### src/rtl/video_sig_gen.sv
// Video timing generator: raster counters, sync/active/new-frame strobes and a
// frame counter, all registered and aligned with the counters they describe.
// Optional build macro VSG_PIXEL_CE_EN adds the i_ce pixel-advance enable;
// without it every clock edge advances the raster.
module video_sig_gen #(
  parameter int unsigned ACTIVE_H_PIXELS = 1280,
  parameter int unsigned H_FRONT_PORCH   = 110,
  parameter int unsigned H_SYNC_WIDTH    = 40,
  parameter int unsigned H_BACK_PORCH    = 220,
  parameter int unsigned ACTIVE_LINES    = 720,
  parameter int unsigned V_FRONT_PORCH   = 5,
  parameter int unsigned V_SYNC_WIDTH    = 5,
  parameter int unsigned V_BACK_PORCH    = 20,
  parameter int unsigned FPS             = 60
) (
  input  logic        i_clk,
  input  logic        i_rst,
`ifdef VSG_PIXEL_CE_EN
  input  logic        i_ce,
`endif
  output logic [10:0] o_hcount,
  output logic [9:0]  o_vcount,
  output logic        o_hs,
  output logic        o_vs,
  output logic        o_ad,
  output logic        o_nf,
  output logic [5:0]  o_fc
);

  localparam int unsigned HW = 11;
  localparam int unsigned VW = 10;
  localparam int unsigned FW = 6;

  localparam int unsigned TOTAL_H  = ACTIVE_H_PIXELS + H_FRONT_PORCH + H_SYNC_WIDTH + H_BACK_PORCH;
  localparam int unsigned TOTAL_V  = ACTIVE_LINES + V_FRONT_PORCH + V_SYNC_WIDTH + V_BACK_PORCH;
  localparam int unsigned HS_START = ACTIVE_H_PIXELS + H_FRONT_PORCH;
  localparam int unsigned HS_END   = HS_START + H_SYNC_WIDTH;
  localparam int unsigned VS_START = ACTIVE_LINES + V_FRONT_PORCH;
  localparam int unsigned VS_END   = VS_START + V_SYNC_WIDTH;

  logic          advance_c;
  logic          h_wrap_c;
  logic          v_wrap_c;
  logic [HW-1:0] h_next_c;
  logic [VW-1:0] v_next_c;
  logic          hs_next_c;
  logic          vs_next_c;
  logic          ad_next_c;
  logic          nf_next_c;
  logic [FW-1:0] fc_next_c;

  // Pixel advance qualifier
`ifdef VSG_PIXEL_CE_EN
  assign advance_c = i_ce;
`else
  assign advance_c = 1'b1;
`endif

  // Next raster position and the strobes decoded from it, so registered
  // strobes line up with the registered counters they describe
  always_comb begin
    h_wrap_c  = (o_hcount == HW'(TOTAL_H - 1));
    v_wrap_c  = (o_vcount == VW'(TOTAL_V - 1));
    h_next_c  = h_wrap_c ? '0 : o_hcount + HW'(1);
    v_next_c  = o_vcount;
    if (h_wrap_c) begin
      v_next_c = v_wrap_c ? '0 : o_vcount + VW'(1);
    end
    hs_next_c = (h_next_c >= HW'(HS_START)) && (h_next_c < HW'(HS_END));
    vs_next_c = (v_next_c >= VW'(VS_START)) && (v_next_c < VW'(VS_END));
    ad_next_c = (h_next_c < HW'(ACTIVE_H_PIXELS)) && (v_next_c < VW'(ACTIVE_LINES));
    nf_next_c = (h_next_c == HW'(ACTIVE_H_PIXELS)) && (v_next_c == VW'(ACTIVE_LINES));
    fc_next_c = o_fc;
    if (nf_next_c) begin
      fc_next_c = (o_fc == FW'(FPS - 1)) ? '0 : o_fc + FW'(1);
    end
  end

  // Raster state; reset parks on the last pixel so the first advance lands on (0,0)
  always_ff @(posedge i_clk or posedge i_rst) begin
    if (i_rst) begin
      o_hcount <= HW'(TOTAL_H - 1);
      o_vcount <= VW'(TOTAL_V - 1);
      o_hs     <= 1'b0;
      o_vs     <= 1'b0;
      o_ad     <= 1'b0;
      o_nf     <= 1'b0;
      o_fc     <= '0;
    end else if (advance_c) begin
      o_hcount <= h_next_c;
      o_vcount <= v_next_c;
      o_hs     <= hs_next_c;
      o_vs     <= vs_next_c;
      o_ad     <= ad_next_c;
      o_nf     <= nf_next_c;
      o_fc     <= fc_next_c;
    end
  end

endmodule
### config.mk
export PLATFORM = sky130hd
export DESIGN_NAME = video_sig_gen
export DESIGN_NICKNAME = d
export VERILOG_FILES = /design/src/rtl/video_sig_gen.sv
export SDC_FILE = /design/constraint.sdc
export NUM_CORES = 1
export LEC_CHECK = 0
export CELL_PAD_IN_SITES_DETAIL_PLACEMENT = 0
export CELL_PAD_IN_SITES_GLOBAL_PLACEMENT = 1
export CORE_MARGIN = 10
export CORE_UTILIZATION = 45
export CTS_BUF_LIST = sky130_fd_sc_hd__clkbuf_2 sky130_fd_sc_hd__clkbuf_4 sky130_fd_sc_hd__clkbuf_8
export DETAILED_ROUTE_END_ITERATION = 7
export PLACE_DENSITY_LB_ADDON = 0.1
export SETUP_SLACK_MARGIN = 0.2
export SLEW_MARGIN = 0
export SYNTH_ARGS = -nofsm -noshare
export SYNTH_HDL_FRONTEND = slang
export SYNTH_SLANG_ARGS = --single-unit
### constraint.sdc
create_clock -name i_clk -period 4.9 [get_ports i_clk]
set_input_delay 0.49 -clock i_clk [delete_from_list [all_inputs] [get_ports i_clk]]
set_output_delay 0.49 -clock i_clk [all_outputs]
set_load 0.01 [all_outputs]
==> results of run 1 <==
==> cells in the mapped netlist (all sizes together), types with 6 or more instances <==
| cell type | n |
|---|---|
| nor2 | 18 |
| o21ai | 10 |
| nand4 | 9 |
| nand3 | 14 |
| or3 | 7 |
| nand2 | 12 |
| and2 | 6 |
| dfstp | 13 |
| inv | 13 |
| a21oi | 7 |
| xnor2 | 8 |
| dfrtp | 18 |
==> metrics by stage <==
stage / hold WS [ns] / util [%] / power, uW / cells / setup WS (ns)
after global routing: 0.556 / 58.4 / 501 / 278 / 1.31
after CTS: 0.534 / 58.4 / 487 / 278 / 1.42
after global placement: 0.519 / 56.0 / 267 / 270 / 1.56
after floorplan: 0.517 / - / 264 / 190 / 1.70
after detailed placement: 0.525 / 56.0 / 268 / 270 / 1.45
final: 0.535 / 58.4 / 478 / 278 / 1.42
==> final cells by class <==
type	count	share of cell area, %
inverters	13	2.09
repair buffers	34	14.4
multi-input cells	142	42.9
clock inverters	1	0.214
clock buffers	7	3.86
flip-flops and latches	31	33.9
well taps	50	2.68
==> layer usage <==
layer / vias to the layer above / global-route usage, % / share of wire (%)
li1: 763 / - / -
met1: 747 / 15.7 / 44
met2: 30 / 22.6 / 50
met3: 5 / 5.02 / 5.2
met4: 0 / 5.09 / 1.4
met5: - / 0 / 0
==> power groups by stage <==
| stage | clock (uW) | sequential [uW] | combinational [uW] |
|---|---|---|---|
| floorplan | 0 | 261 | 3.69 |
| global placement | 0 | 261 | 6.53 |
| detailed placement | 0 | 261 | 6.96 |
| CTS | 224 | 256 | 6.95 |
| global route | 237 | 256 | 7.51 |
| finish | 215 | 256 | 6.38 |
==> state kept, by name, indices dropped and copies added, names as in the netlist <==
signal and cells:
o_hcount 11, o_hs 1, o_fc 6, o_vs 1
o_nf 1, o_vcount 10, o_ad 1
==> worst max-delay path, delay by kind of cell, from the launching register on <==
kind	cells	cell delay, ns
compound gates	1	0.33
fa+ha+maj	1	0.16
flops	1	0.60
mux	1	0.30
simple gates	5	1.97
==> worst paths after layout <==
check	start	to	cells after the start
max in group asynchronous	i_rst	o_vcount[0]	3
min in group i_clk	o_hcount[10]	o_hs	2
min	i_rst	o_fc[2]	2
min reg2reg	o_hcount[10]	o_hs	2
max reg2reg	o_hcount[0]	o_fc[1]	8
max	o_hcount[0]	o_fc[1]	8
==> cells by family after synthesis <==
logic type | count (synthesis)
mux | 7
compound gates | 35
xor+xnor | 9
fa+ha+maj | 5
flops | 31
simple gates | 86
buf+inv | 17
==> results by group, run 1 <==
Setup path
  • Crit-path cells: ha_1 -> or4b_4 -> or3_4 -> o31a_1 -> or2_4 -> nor4b_4 -> and2_4 -> mux2_4
  • Arrival time worst endpoint: 3.65 ns
  • CP max FO: 14
  • Critical path class: register to register
  • Required time of the worst setup path: 5.06 ns
  • Worst Setup Start Kind: register
  • Slowest cell on crit path: dfstp_2
  • Crit-path max cell delay: 0.60 ns
  • Worst Setup End Kind: register
  • Worst reg-to-reg setup slack: 1.42 ns

Logic synthesis
  • Synthesized instance count: 190
  • Post-synthesis mux area share: 4.43%
  • Fraction of synthesized cell area in xor and xnor cells: 4.23%
  • Top post-synthesis cells by area: dfrtp_1 24%, dfstp_2 18%, xnor2_1 3.8%
  • Synth Area in Adders: 3.35%
  • Top-area cell type share of the netlist area: 24.1%
  • Compound-cell area share of the yosys netlist: 12.7%
  • Post-synthesis average cell area: 9.82 um2
  • Async set-reset flop share out of synthesis: 100%
  • Largest family of logic cells by synthesized area: simple AND/OR/NAND/NOR gates
  • Syn Std Cell Area: 1870 um2
  • Synth warnings: 0
  • Net Count, Synth: 197
  • Synthesis-stage register bit count: 31
  • Post-synth EDFFs: 0
  • Top_reg_cell synth: dfrtp_1
  • Netlist cell types: 50
  • Synth Area in Simple Gates: 29.0%
  • Register area share after synthesis: 42.5%
  • Yosys top cell by area: dfrtp_1

Clock network
  • Setup bufs post-CTS: 0
  • Worst-path clk slew: 0.07 ns
  • CTS Buffer Depth: 2
  • Clk sinks: 31
  • Post-cts resize count: 0
  • Clk Tree Root Cell: clkbuf_8
  • H-tree level count: 2
  • CTS Hold Buffers Added: 0
  • Worst skew pair latency: 0.29 ns
  • CTS Buf Count: 5
  • CTS tree: yes

Power
  • Psw: 102 uW
  • Comb pwr share: 1.3%
  • Internal power: 376 uW
  • Power per cell area: 205 nW/um2
  • Sequential share of power: 53.6%
  • Sw Ratio: 21.3%
  • Clk pwr share: 45.0%
  • Peak VDD IR: 0.000115 V
  • Lkg Pwr: 0.000894 uW

Global route
  • First-pass GRT wire length: 8050 um
  • Total congestion overflow: 0
  • Largest net degree at the start of global routing: 20
  • Gr usage total: 13.6%
  • Vias in the first global route: 1584
  • Initial antenna violation count: 0

STA
  • Fin. Hold Viols: 0
  • Slew @ Worst Pin: 0.723 ns
  • Fin crit share: 71.1%
  • Final setup TNS: 0 ns
  • RSZ-0062 raised after global routing: false
  • Max-slew violations: 0
  • Fmax: 0.287 GHz
  • Slew HR: 51.3%
  • Final Skew: 0.0103 ns
  • Setup-failing EPs final: 0
  • Final min period: 3.48 ns

Placement
  • GP Congestion: 0.823
  • Buffers on Ports: 32
  • Placed inst area: 2240 um2
  • Detailed placement HPWL: 3570 um

Routing
  • Drt wl/cell: 17.0 um
  • DR vias: 1545
  • Post-route ant nets: 0
  • Vias/cell: 5.56
  • Initial DRC count: 84
  • 1st-pass router iterations: 5
  • Post-route DRC: 0
  • Drt total wl: 4720 um

Final layout
  • # fillers: 347
  • Ratio of cells with drive above 1 in the final layout: 21.1%
  • Number of diodes: 0
  • Most common cell after layout, fill and taps aside: clkdlybuf4s50_1
  • Storage cell area: 792 um2
  • Footprint of the multi-input gates: 1000 um2
  • Cell area after layout: 2330 um2
  • Nets: 234
  • P&R area growth vs syn: 25.2%
  • Commonest cells after routing, fill and taps aside: 32 x clkdlybuf4s50_1, 18 x nor2_1, 18 x dfrtp_1

Floorplan
  • Core area: 4000 um2
  • # rows: 23
  • Initial Util: 46.6%
  • IO Count: 33
  • Die area: 7120 um2
  • Die X: 84.4 um
  • Die height: 84.4 um

Run status
  • Outcome: complete, no violations

Worst hold path
  • HP Class: input port to asynchronous set/reset pin

Run
  • Total of max-cap violations: 0
Power figures use the tool's default switching activity.
==> run 2, diff against run 1 <==
Settings changed: CORE_UTILIZATION 45 to 42.
Clock period 4.9 ns to 3.45 ns, I/O delays scaled along.
==> results by group, run 2 (synthesized netlist as in run 1, its figures left out) <==
Clock network
  • Worst-path clk slew: 0.06 ns
  • CTS tree: yes
  • CTS Buffer Depth: 2
  • H-tree level count: 2
  • Clk sinks: 31
  • CTS Hold Buffers Added: 0
  • Worst skew pair latency: 0.28 ns
  • Clk Tree Root Cell: clkbuf_8
  • CTS Buf Count: 5

Setup path
  • Buffer and inverter count on the worst path: 1
  • CP max FO: 6
  • Worst R2R End: o_fc[2]
  • Crit-path max cell delay: 0.56 ns
  • Worst reg-to-reg setup slack: 0.26 ns
  • Required time of the worst setup path: 3.62 ns
  • CP delay by family, top: simple AND/OR/NAND/NOR gates
  • Crit-path cells: ha_1 -> or4b_4 -> or3_4 -> o31a_1 -> or2_4 -> nor4b_4 -> buf_4 -> nand3_2 -> mux2_4
  • Arrival time worst endpoint: 3.35 ns
  • Reg2reg path depth: 9
  • Worst Setup End Kind: register
  • Critical path class: register to register
  • Slowest cell on crit path: dfstp_2
  • Reg2reg start: o_hcount[0]
  • Worst Setup Start Kind: register

Placement
  • Buffers on Ports: 32
  • Detailed placement HPWL: 3510 um
  • Placed inst area: 2290 um2
  • GP Congestion: 0.867

Final layout
  • Top reg by flops: o_hcount
  • Number of diodes: 0
  • # fillers: 387
  • Post-layout util: 56.5%
  • Regs by FF count: o_hcount: 11 flops, o_vcount: 10 flops, o_fc: 6 flops
  • Nets: 247
  • Ratio of cells with drive above 1 in the final layout: 26.1%
  • Max reg flops: 11
  • P&R area growth vs syn: 30.9%
  • Cell area after layout: 2440 um2
  • Commonest cells after routing, fill and taps aside: 32 x clkdlybuf4s50_1, 18 x nor2_1, 18 x dfrtp_1, 14 x buf_4
  • Most common cell after layout, fill and taps aside: clkdlybuf4s50_1

STA
  • Max-slew violations: 0
  • Slew HR: 31.6%
  • RSZ-0062 raised after global routing: false
  • Setup-failing EPs final: 0
  • Fmax: 0.314 GHz
  • Slew @ Worst Pin: 1.02 ns
  • Fin. Hold Viols: 0
  • Hold slack: 0.529 ns
  • Final setup TNS: 0 ns
  • Final min period: 3.19 ns
  • Fin crit share: 92.3%
  • Final Skew: 0.00428 ns

Global route
  • Largest net degree at the start of global routing: 28
  • Total congestion overflow: 0
  • Vias in the first global route: 1593
  • Met2 usage: 22.1%
  • Met1 Usage GRT: 15.2%
  • Gr busiest metal: met2
  • Grt met3 use: 4.50%
  • First-pass GRT wire length: 7920 um
  • Initial antenna violation count: 0
  • Gr usage total: 13.2%

Run
  • Total of max-cap violations: 0

Power
  • Total power: 664 uW
  • Peak VDD IR: 0.000186 V
  • Power per cell area: 272 nW/um2
  • Lkg Pwr: 0.000952 uW

Worst hold path
  • HP Class: register to register
  • Min-Delay Endpoint: o_hs
  • HP Start: o_hcount[10]
  • Hold Crit Depth: 2

Floorplan
  • IO Count: 33
  • Die X: 86.6 um
  • Core area: 4320 um2
  • Initial Util: 43.1%
  • Die area: 7510 um2
  • Die height: 86.6 um
  • # rows: 24

Routing
  • Vias/cell: 5.45
  • Post-route ant nets: 0
  • DR vias: 1598
  • Post-route DRC: 0
  • Drt total wl: 4780 um
  • 1st-pass router iterations: 4
  • Initial DRC count: 180
  • Drt wl/cell: 16.3 um

Run status
  • Outcome: complete, no violations
-- run 2: report_power, final --
group | internal (uW) | total [uW] | switching [uW]
clock | 157 | 290 | 133
sequential | 364 | 364 | 0
combinational | 2.51 | 9.80 | 7.29
-- run 2: worst max-delay path by stage --
stage,from,depth (start not counted),endpoint
2_1_floorplan,o_hcount[0],9,o_fc[1]
3_3_place_gp,o_hcount[0],8,o_fc[1]
3_5_place_dp,o_hcount[0],9,o_fc[5]
4_1_cts,o_hcount[0],10,o_fc[5]
5_1_grt,o_hcount[0],9,o_fc[5]
6_report,o_hcount[0],9,o_fc[2]
-- run 2: metrics by stage --
step,worst slack (ns),std cells
2_1_floorplan,0.254,190
3_3_place_gp,0.201,278
3_5_place_dp,0.147,278
4_1_cts,0.222,288
5_1_grt,0.149,293
6_report,0.265,293
-- run 2: cell type report --
type | count | area (um2) | share of cell area, %
clock buffer | 7 | 83.8 | 3.43
sequential | 31 | 792 | 32.4
clock inverter | 1 | 5.00 | 0.205
timing repair buffer | 46 | 425 | 17.4
tap | 52 | 65.1 | 2.67
inverter | 13 | 48.8 | 2.00
multi-input combinational | 143 | 1020 | 41.8
-- run 2: repair_timing --
item,4_1_cts,5_1_grt
setup endpoints to repair,3,3
gates cloned,1,0
resized for setup,0,2
setup buffers,1,5
pin swaps,2,1
-- run 2: routing by layer --
| layer | up-vias | share of wire, % |
|---|---|---|
| met4 | 0 | 1.6 |
| met3 | 8 | 5.8 |
| met1 | 763 | 43 |
| li1 | 790 | - |
| met2 | 37 | 50 |
| met5 | - | 0 |
-- run 2: worst reg2reg max path: cells and delay by family (launching register included) --
family                     cells  cell delay [ns]
adders and majority gates      1             0.14
DFF                            1             0.56
buffers and inverters          1             0.17
AOI/OAI and AO/OA              1             0.33
muxes                          1             0.30
and+or+nand+nor                5             1.57
==> run 3, diff against run 2 <==
Settings changed: CTS_CLUSTER_SIZE set to 16.
==> results of run 3 <==
Same layout as run 2: the final DEF is identical, and so are final timing and power.
